$ cat src/rtl/uart_tx_arbiter_pkg.sv
// Shared constants and state encoding for the UART transmit-FIFO arbiter.
package uart_tx_arbiter_pkg;

    localparam int UART_FIFO_DEPTH     = 16;
    localparam int UART_FIFO_COUNTER_W = 5;

    typedef enum logic [1:0] {
        S_IDLE  = 2'd0,
        S_GRANT = 2'd1
    } arb_state_e;

endpackage

$ cat src/rtl/uart_tx_arbiter_rr_pick.sv
// Round-robin first-valid search: lowest offset from ptr (mod NREQ) with valid set wins.
module uart_tx_arbiter_rr_pick #(
    parameter int NREQ = 4,
    parameter int IW   = $clog2(NREQ)
) (
    input  logic [NREQ-1:0] valid,
    input  logic [IW-1:0]   ptr,
    output logic            found,
    output logic [IW-1:0]   idx
);

    function automatic logic [IW-1:0] wrap_add(input logic [IW-1:0] p, input int k);
        int s;
        s = int'(p) + k;
        if (s >= NREQ) s = s - NREQ;
        return IW'(s);
    endfunction

    // Scan from the far end down so the nearest offset is written last and wins.
    always_comb begin
        found = |valid;
        idx   = '0;
        for (int i = NREQ - 1; i >= 0; i--) begin
            if (valid[wrap_add(ptr, i)]) idx = wrap_add(ptr, i);
        end
    end

endmodule

$ cat src/rtl/uart_tx_arbiter.sv
// Shares one UART TX FIFO among NREQ byte-stream requesters, round-robin with burst limit.
// state   | meaning
// S_IDLE  | no grant; pick next requester from rr_ptr
// S_GRANT | grant_id owns the FIFO until req_last, MAX_BURST bytes, or tx_reset
module uart_tx_arbiter
    import uart_tx_arbiter_pkg::*;
#(
    parameter  int NREQ       = 4,
    parameter  int MAX_BURST  = 8,
    parameter  int FIFO_DEPTH = UART_FIFO_DEPTH,
    localparam int IW         = $clog2(NREQ)
) (
    input  logic                           clk,
    input  logic                           wb_rst_ni,
    input  logic [NREQ-1:0]                req_valid,
    input  logic [8*NREQ-1:0]              req_data,
    input  logic [NREQ-1:0]                req_last,
    output logic [NREQ-1:0]                req_ready,
    input  logic [UART_FIFO_COUNTER_W-1:0] tf_count,
    input  logic [2:0]                     tstate,
    input  logic                           tx_reset,
    output logic                           tf_push,
    output logic [7:0]                     tf_data,
    output logic [IW-1:0]                  grant_id,
    output logic                           busy,
    output logic                           tx_idle
);

    localparam int CW = UART_FIFO_COUNTER_W;
    localparam int BW = 5;

    arb_state_e     state_q, state_d;
    logic [IW-1:0]  rr_ptr_q, rr_ptr_d;
    logic [IW-1:0]  grant_d;
    logic [BW-1:0]  burst_q, burst_d;
    logic           push_d, busy_d, idle_d;
    logic [7:0]     data_d;

    logic           space_ok, xfer, pick_found;
    logic [IW-1:0]  pick_idx, grant_nxt;
    logic [7:0]     g_byte;
    logic           g_last, g_valid;

    uart_tx_arbiter_rr_pick #(.NREQ(NREQ), .IW(IW)) u_pick (
        .valid (req_valid),
        .ptr   (rr_ptr_q),
        .found (pick_found),
        .idx   (pick_idx)
    );

    // The registered push has not reached tf_count yet, so it is counted here.
    assign space_ok  = ({1'b0, tf_count} + (CW+1)'(tf_push)) < (CW+1)'(FIFO_DEPTH);
    assign g_byte    = req_data[8*grant_id +: 8];
    assign g_last    = req_last[grant_id];
    assign g_valid   = req_valid[grant_id];
    assign grant_nxt = (grant_id == IW'(NREQ - 1)) ? '0 : grant_id + 1'b1;
    assign xfer      = (state_q == S_GRANT) && g_valid && space_ok && !tx_reset;

    always_comb begin
        req_ready = '0;
        if (state_q == S_GRANT && space_ok && !tx_reset) req_ready[grant_id] = 1'b1;
    end

    always_comb begin
        state_d  = state_q;
        rr_ptr_d = rr_ptr_q;
        grant_d  = grant_id;
        burst_d  = burst_q;
        push_d   = 1'b0;
        data_d   = tf_data;
        busy_d   = busy;
        idle_d   = (tf_count == '0) && !tf_push && (tstate == 3'd0) && !busy;
        if (tx_reset) begin
            state_d = S_IDLE;
            busy_d  = 1'b0;
        end else begin
            case (state_q)
                S_IDLE: begin
                    if (pick_found) begin
                        grant_d = pick_idx;
                        busy_d  = 1'b1;
                        burst_d = '0;
                        state_d = S_GRANT;
                    end
                end
                S_GRANT: begin
                    if (xfer) begin
                        push_d  = 1'b1;
                        data_d  = g_byte;
                        burst_d = burst_q + 1'b1;
                        if (g_last || burst_q == BW'(MAX_BURST - 1)) begin
                            rr_ptr_d = grant_nxt;
                            busy_d   = 1'b0;
                            state_d  = S_IDLE;
                        end
                    end
                end
                default: state_d = S_IDLE;
            endcase
        end
    end

    always_ff @(posedge clk or negedge wb_rst_ni) begin
        if (!wb_rst_ni) begin
            state_q  <= S_IDLE;
            tf_push  <= 1'b0;
            tf_data  <= 8'h00;
            grant_id <= '0;
            busy     <= 1'b0;
            rr_ptr_q <= '0;
            burst_q  <= '0;
            tx_idle  <= 1'b1;
        end else begin
            state_q  <= state_d;
            tf_push  <= push_d;
            tf_data  <= data_d;
            grant_id <= grant_d;
            busy     <= busy_d;
            rr_ptr_q <= rr_ptr_d;
            burst_q  <= burst_d;
            tx_idle  <= idle_d;
        end
    end

endmodule

$ cat config.mk
export PLATFORM = sky130hd
export DESIGN_NAME = uart_tx_arbiter
export DESIGN_NICKNAME = d
export VERILOG_FILES = /design/src/rtl/uart_tx_arbiter_pkg.sv /design/src/rtl/uart_tx_arbiter_rr_pick.sv /design/src/rtl/uart_tx_arbiter.sv
export SDC_FILE = /design/constraint.sdc
export NUM_CORES = 1
export LEC_CHECK = 0
export BUFFER_PORTS_ARGS = -buffer_cell sky130_fd_sc_hd__buf_2
export CAP_MARGIN = 25
export CORE_ASPECT_RATIO = 0.8
export CORE_MARGIN = 2
export CORE_UTILIZATION = 48
export DETAILED_ROUTE_END_ITERATION = 8
export HOLD_SLACK_MARGIN = 0.08
export PLACE_DENSITY = 0.85
export SYNTH_ARGS = -nofsm -noshare
export SYNTH_HDL_FRONTEND = slang
export SYNTH_SLANG_ARGS = --single-unit
$ cat constraint.sdc
create_clock -name clk -period 5 [get_ports clk]
set_input_delay 0.5 -clock clk [delete_from_list [all_inputs] [get_ports clk]]
set_output_delay 0.5 -clock clk [all_outputs]
set_load 0.005 [all_outputs]
; Word-level counts from Yosys, hierarchy flattened
; Index checks and enable logic that the tools add are counted.
; Widths: inputs -> output; s select.
[word_totals]
register_bits = 22
inputBits = 51
output_inout_bits = 17
[classes]
addsub = 10
n_lt_le_gt_ge = 11
n_eq_ne = 8
shift = 1
n_mux = 40
bitwise = 1
n_reduce_logical = 25
[ops]
columns = op, count
row1 = $shiftx 32x6->8, 1
row2 = $mux 2, 13
row3 = $lt 2x3->1 const B, 5
row4 = $mux 1, 14
row5 = $bmux 1 s2, 6
row6 = $reduce_and 4->1, 3
row7 = $mux 5, 2
row8 = $pmux 5 s2, 1
row9 = $ge 3x3->1 const B, 3
row10 = $logic_and 1x1->1, 9
row11 = $reduce_and 3->1, 3
row12 = $sub 2x1->2 const B, 4
row13 = $add 2x2->3 const B, 2
row14 = $add 5x1->6, 1
row15 = $lt 6x5->1 const B, 1
row16 = $ne 3x3->1 const B, 2
row17 = $add 5x1->5 const B, 1
row18 = $eq 5x3->1 const B, 1
row19 = $logic_not 5->1, 1
row20 = $mux 4, 1
row21 = $ne 2x2->1 const B, 2
row22 = $pmux 2 s2, 1
row23 = $reduce_or 4->1, 1
row24 = $add 2x1->3 const B, 1
row25 = other kinds (15), 17

; Depth between registers and ports, before layout
[logic_depth]
word_depth = 9
depth_mapped = 6

; Hierarchy
; From an unflattened synthesis, not the netlist that was laid out.
[hier_totals]
hier_cells = 106
hier_area_um2 = 1288.7
[modules_own_cells]
columns = mod, instances, cells_each, area_each_um2
row1 = uart_tx_arbiter, 1, 95, 1217.4
row2 = uart_tx_arbiter_rr_pick, 1, 11, 71.3

; Worst setup path after synthesis
; Ideal clock, no wire load.
[synth_path]
kind = register -> register
from = register grant_id[0]
to = register tf_data[0]
arrival_time_ps = 1577
slack_ps = 3296
path_stages_with_launch = 4
n_path_buf = 1
synth_period_minus_slack_ps = 1704
path_cell_list = dfrtp_1 -> buf_2 -> mux4_2 -> mux2_1
[synth_between]
elab_chain_len = 6
elab_cells_between_ends = 7
classes_between = shift: 1 / mux: 2 / reduce/logical: 4
[synth_lines]
columns = element, line_no
row1 = "start, declared", uart_tx_arbiter.sv:24  ; output logic [IW-1:0] grant_id,
row2 = "start signal, assigned", uart_tx_arbiter.sv:117  ; grant_id <= grant_d;
row3 = $bmux 1 s2, uart_tx_arbiter.sv:55  ; assign g_valid = req_valid[grant_id];
row4 = $mux 1 (not written as such), uart_tx_arbiter.sv:55
row5 = $logic_and 1x1->1 (3 in a row), uart_tx_arbiter.sv:57  ; assign xfer = (state_q == S_GRANT) && g_valid && space_ok && !tx_reset;
row6 = $reduce_and 3->1 (no line), n/a
row7 = "end signal, assigned", uart_tx_arbiter.sv:116  ; tf_data <= data_d;
row8 = "end, declared", uart_tx_arbiter.sv:23  ; output logic [7:0] tf_data,
; Parallel ways exist; a longest one is shown, timed or not. The select of a mux whose other input is x is not followed.
; A chain may end at the register's enable or synchronous reset.

; Final worst setup path
[layout_path]
from = register grant_id[1]
to = register tf_data[1]
; The elaborated chain is that of the path after synthesis.

==> out/metrics.yaml <==
status:
  status: "finished, final reports clean"
yosys:
  synthAdderAreaFrac_pct: 4.93
  synth_sequential_area_ratio_pct: 39.5
  dominantRegCellSynth: "sky130_fd_sc_hd__dfrtp_1"
  netlist_top_cells_count: "19 x sky130_fd_sc_hd__dfrtp_1, 10 x sky130_fd_sc_hd__mux4_2, 9 x sky130_fd_sc_hd__mux2_1, 6 x sky130_fd_sc_hd__nand2_1, 6 x sky130_fd_sc_hd__nor2_1"
  synthXorXnorAreaFrac_pct: 0
  register_bit_count_reported_by_yosys: 20
  most_area_hungry_cell_type_in_the_yosys_netlist: "sky130_fd_sc_hd__dfrtp_1"
  post_synth_and_or_nand_nor_area_fraction_pct: 13.7
  synthesis.nets: 161
  synth.cell_area_um2: 1270
  synthArstFlopShare_pct: 100
  yosysMostFrequentCell: "sky130_fd_sc_hd__dfrtp_1"
  yosysUniqueCellTypes: 32
  post_synth_main_area_contributors: "sky130_fd_sc_hd__dfrtp_1 37%, sky130_fd_sc_hd__mux4_2 18%, sky130_fd_sc_hd__mux2_1 8.0%"
  synth_enable_flop_cells: 0
  synthesis.yosys.warnings: 0
  synthCells: 105
  synth_compound_area_share_pct: 10.5
  synth_mux_area_share_pct: 27.3
  syn_area_per_cell_um2: 12.1
  post-synth-top-area-fraction_pct: 37.5
  main_combinational_cell_family_by_area_after_synthesis: "multiplexers"
route:
  vias: 1165
  avgRoutedWirePerCell_um: 16.6
  drcViolationCount: 0
  routed_wl_mm: 3.45
  post_dr_vias_cell: 5.60
  drtPass1Iterations: 4
  postRouteAntennaNets: 0
  dr.first_iter.drc_count: 68
worst_setup_path:
  worst-endpoint-arrival_ns: 2.43
  critical_path_class: "register to register"
  timing.critical_path.fanout_max: 15
  end_kind: "register"
  critical_path_required_ns: 5.19
  worstSetupStartpointType: "register"
clock_tree:
  tritoncts_clock_tree: "yes"
  clock_transition_at_the_register_clock_pins_on_the_worst_setup_and_hold_paths_after_cts_ns: 0.13
  cts.root.buffer_cell: "sky130_fd_sc_hd__clkbuf_4"
  postCtsSetupRepairBufs: 0
  cts.sink_count: 20
  clock_tree.buffer_depth: 2
  clock_tree.htree_level_count: 1
  postCtsResizedCells: 0
  post_cts_hold_buffer_count: 0
  clock_insertion_delay_worst_skew_ns: 0.31
  cts_buffers: 3
sta:
  unrepaired_setup_endpoints_after_global_routing: "false"
  timing_hold_violations_final: 0
  worst_pin_slew_ns: 0.875
  postLayoutSetupSlackWorst_ns: 2.76
  finalSetupTns_ns: 0
  slew_violations: 0
  timing.slew.headroom_pct: 41.0
  setup-violations-final: 0
  final_critical_delay_including_setup_and_external_delays_ns: 2.24
  fin_crit_sh_pct: 44.7
  max_clock_freq_ghz: 0.447
  worst_clock_skew_ns: 0.0124
finish:
  antenna_diode_count: 0
  finish.cell_count_without_fillers: 208
  areaGrowthSynthToFinish_pct: 31.6
  final_design_area_no_fill_um2: 1670
  layout_cells_sized_above_1_pct: 51.2
  fillers: 215
  nNetsFinal: 229
die:
  io_pins: 68
  height_of_the_chip_um: 50.0
  initial_utilization_pct: 51.1
  number_of_placement_rows: 16
  floorplan.die_area_um2: 3070
  chip_width_um: 61.5
  core_area_um2: 2480
global_routing:
  overflow: 0
  tot_gr_track_use_pct: 25.9
  pin_count_of_the_biggest_net_entering_global_routing: 21
  antenna_violations_before_repair: 0
  grt_pass1_wl_mm: 5.74
  first_global_vias: 1170
placement:
  worst_slack_placed_ns: 2.80
  dpl.cell_count: 204
  detailed_place.area_um2: 1620
  io_buffers: 67
  gp_routability_congestion: 0.862
  half_perimeter_wire_length_of_the_detailed_placement_result_mm: 2.79
power:
  cellPowerDensity_nw_per_um2: 427
  static-leakage-power_nw: 0.821
  ir_worst_vdd_v: 0.000325
  report.power.total_w: 0.000713
hold_path:
  timing.hold.worst.class: "primary input to async pin"
job:
  max_cap_viol_count: 0
-- area by class of cell --
type | instances | area (µm²) | area share [%]
Clock buffer | 3 | 22.5 | 1.35
Clock inverter | 1 | 30.0 | 1.80
Inverter | 5 | 18.8 | 1.12
Multi-Input combinational cell | 76 | 716 | 42.9
Sequential cell | 20 | 502 | 30.1
Tap cell | 36 | 45.0 | 2.70
Timing Repair Buffer | 67 | 335 | 20.1
-- critical path: stages (launching register included) --
cell and delay (ns):
sky130_fd_sc_hd__dfrtp_1 0.74, sky130_fd_sc_hd__mux4_2 0.61, sky130_fd_sc_hd__o211ai_2 0.20, sky130_fd_sc_hd__inv_2 0.22
sky130_fd_sc_hd__mux2_1 0.36
-- stage by stage --
stage / hold WS, ns / utilization [%]
after floorplan: 0.204 / -
after global placement: 0.459 / 65.1
after detailed placement: 0.471 / 65.1
after CTS: 0.123 / 67.2
after global routing: 0.117 / 67.2
final: 0.108 / 67.2
-- path summary, 6_finish.rpt --
kind / from / end / slack [ns] / cells past startpoint
worst max-delay path: grant_id[1]$_DFFE_PN0P_ / tf_data[1]$_DFFE_PN0P_ / 2.76 / 4
worst min-delay path: wb_rst_ni / tf_data[7]$_DFFE_PN0P_ / 0.11 / 1
worst max register to register: grant_id[1]$_DFFE_PN0P_ / tf_data[1]$_DFFE_PN0P_ / 2.76 / 4
worst min register to register: tf_data[6]$_DFFE_PN0P_ / tf_data[6]$_DFFE_PN0P_ / 0.50 / 1
max in group asynchronous: wb_rst_ni / tx_idle$_DFF_PN1_ / 4.55 / 1
min in group clk: tstate[2] / tx_idle$_DFF_PN1_ / 0.29 / 2
-- cells by family after synthesis --
group,after synthesis
buf+inv,9
simple gates,32
mux,21
fa+ha+maj,5
compound gates,18
flops,20
-- per-layer routing --
layer  vias to the layer above  part of all wire, %  wire [µm]  track usage (%)
li1                        538                    -          -                -
met1                       567                   39       1350             32.7
met2                        52                   54       1850             43.5
met3                         8                  4.8        165             4.72
met4                         0                  2.3         81             9.22
met5                         -                    0          0                0
-- state kept, by name, summed over array words and instances, names as in the netlist --
register and cells:
tf_data 8, burst_q 5, grant_id 2, rr_ptr_q 2, busy 1, tf_push 1
tx_idle 1
-- cell usage in the layout, fill, tap and decap left out, drive strengths merged --
| master | netlist | routed |
|---|---|---|
| inv | 5 | 5 |
| o41ai | 3 | 3 |
| and2 | 4 | 4 |
| a21boi | 2 | 2 |
| a31oi | 1 | 1 |
| nor4 | 1 | 1 |
| o211ai | 1 | 1 |
| dfrtp | 19 | 19 |
| buf | 4 | 67 |
| or3 | 2 | 2 |
| nor4b | 1 | 1 |
| a21oi | 3 | 3 |
| nor3b | 1 | 1 |
| nand2b | 2 | 2 |
| nand4 | 1 | 1 |
| nor3 | 1 | 1 |
| nand3 | 5 | 5 |
| clkbuf | 0 | 3 |
| o21ai | 6 | 6 |
| o22ai | 1 | 1 |
| o21a | 1 | 1 |
| nor2 | 6 | 6 |
| ha | 5 | 5 |
| or4 | 2 | 2 |
| bufinv | 0 | 1 |
| dfstp | 1 | 1 |
| mux2 | 9 | 9 |
| mux4 | 10 | 10 |
| mux2i | 2 | 2 |
| nand2 | 6 | 6 |
-- report_power, final --
group	leakage [nW]	internal [W]	switching (W)
Sequential	0.253	0.000214	0.0000832
Clock	0.0279	0.0000811	0.0000537
Combinational	0.541	0.000171	0.000110
Power figures use the tool's default switching activity.
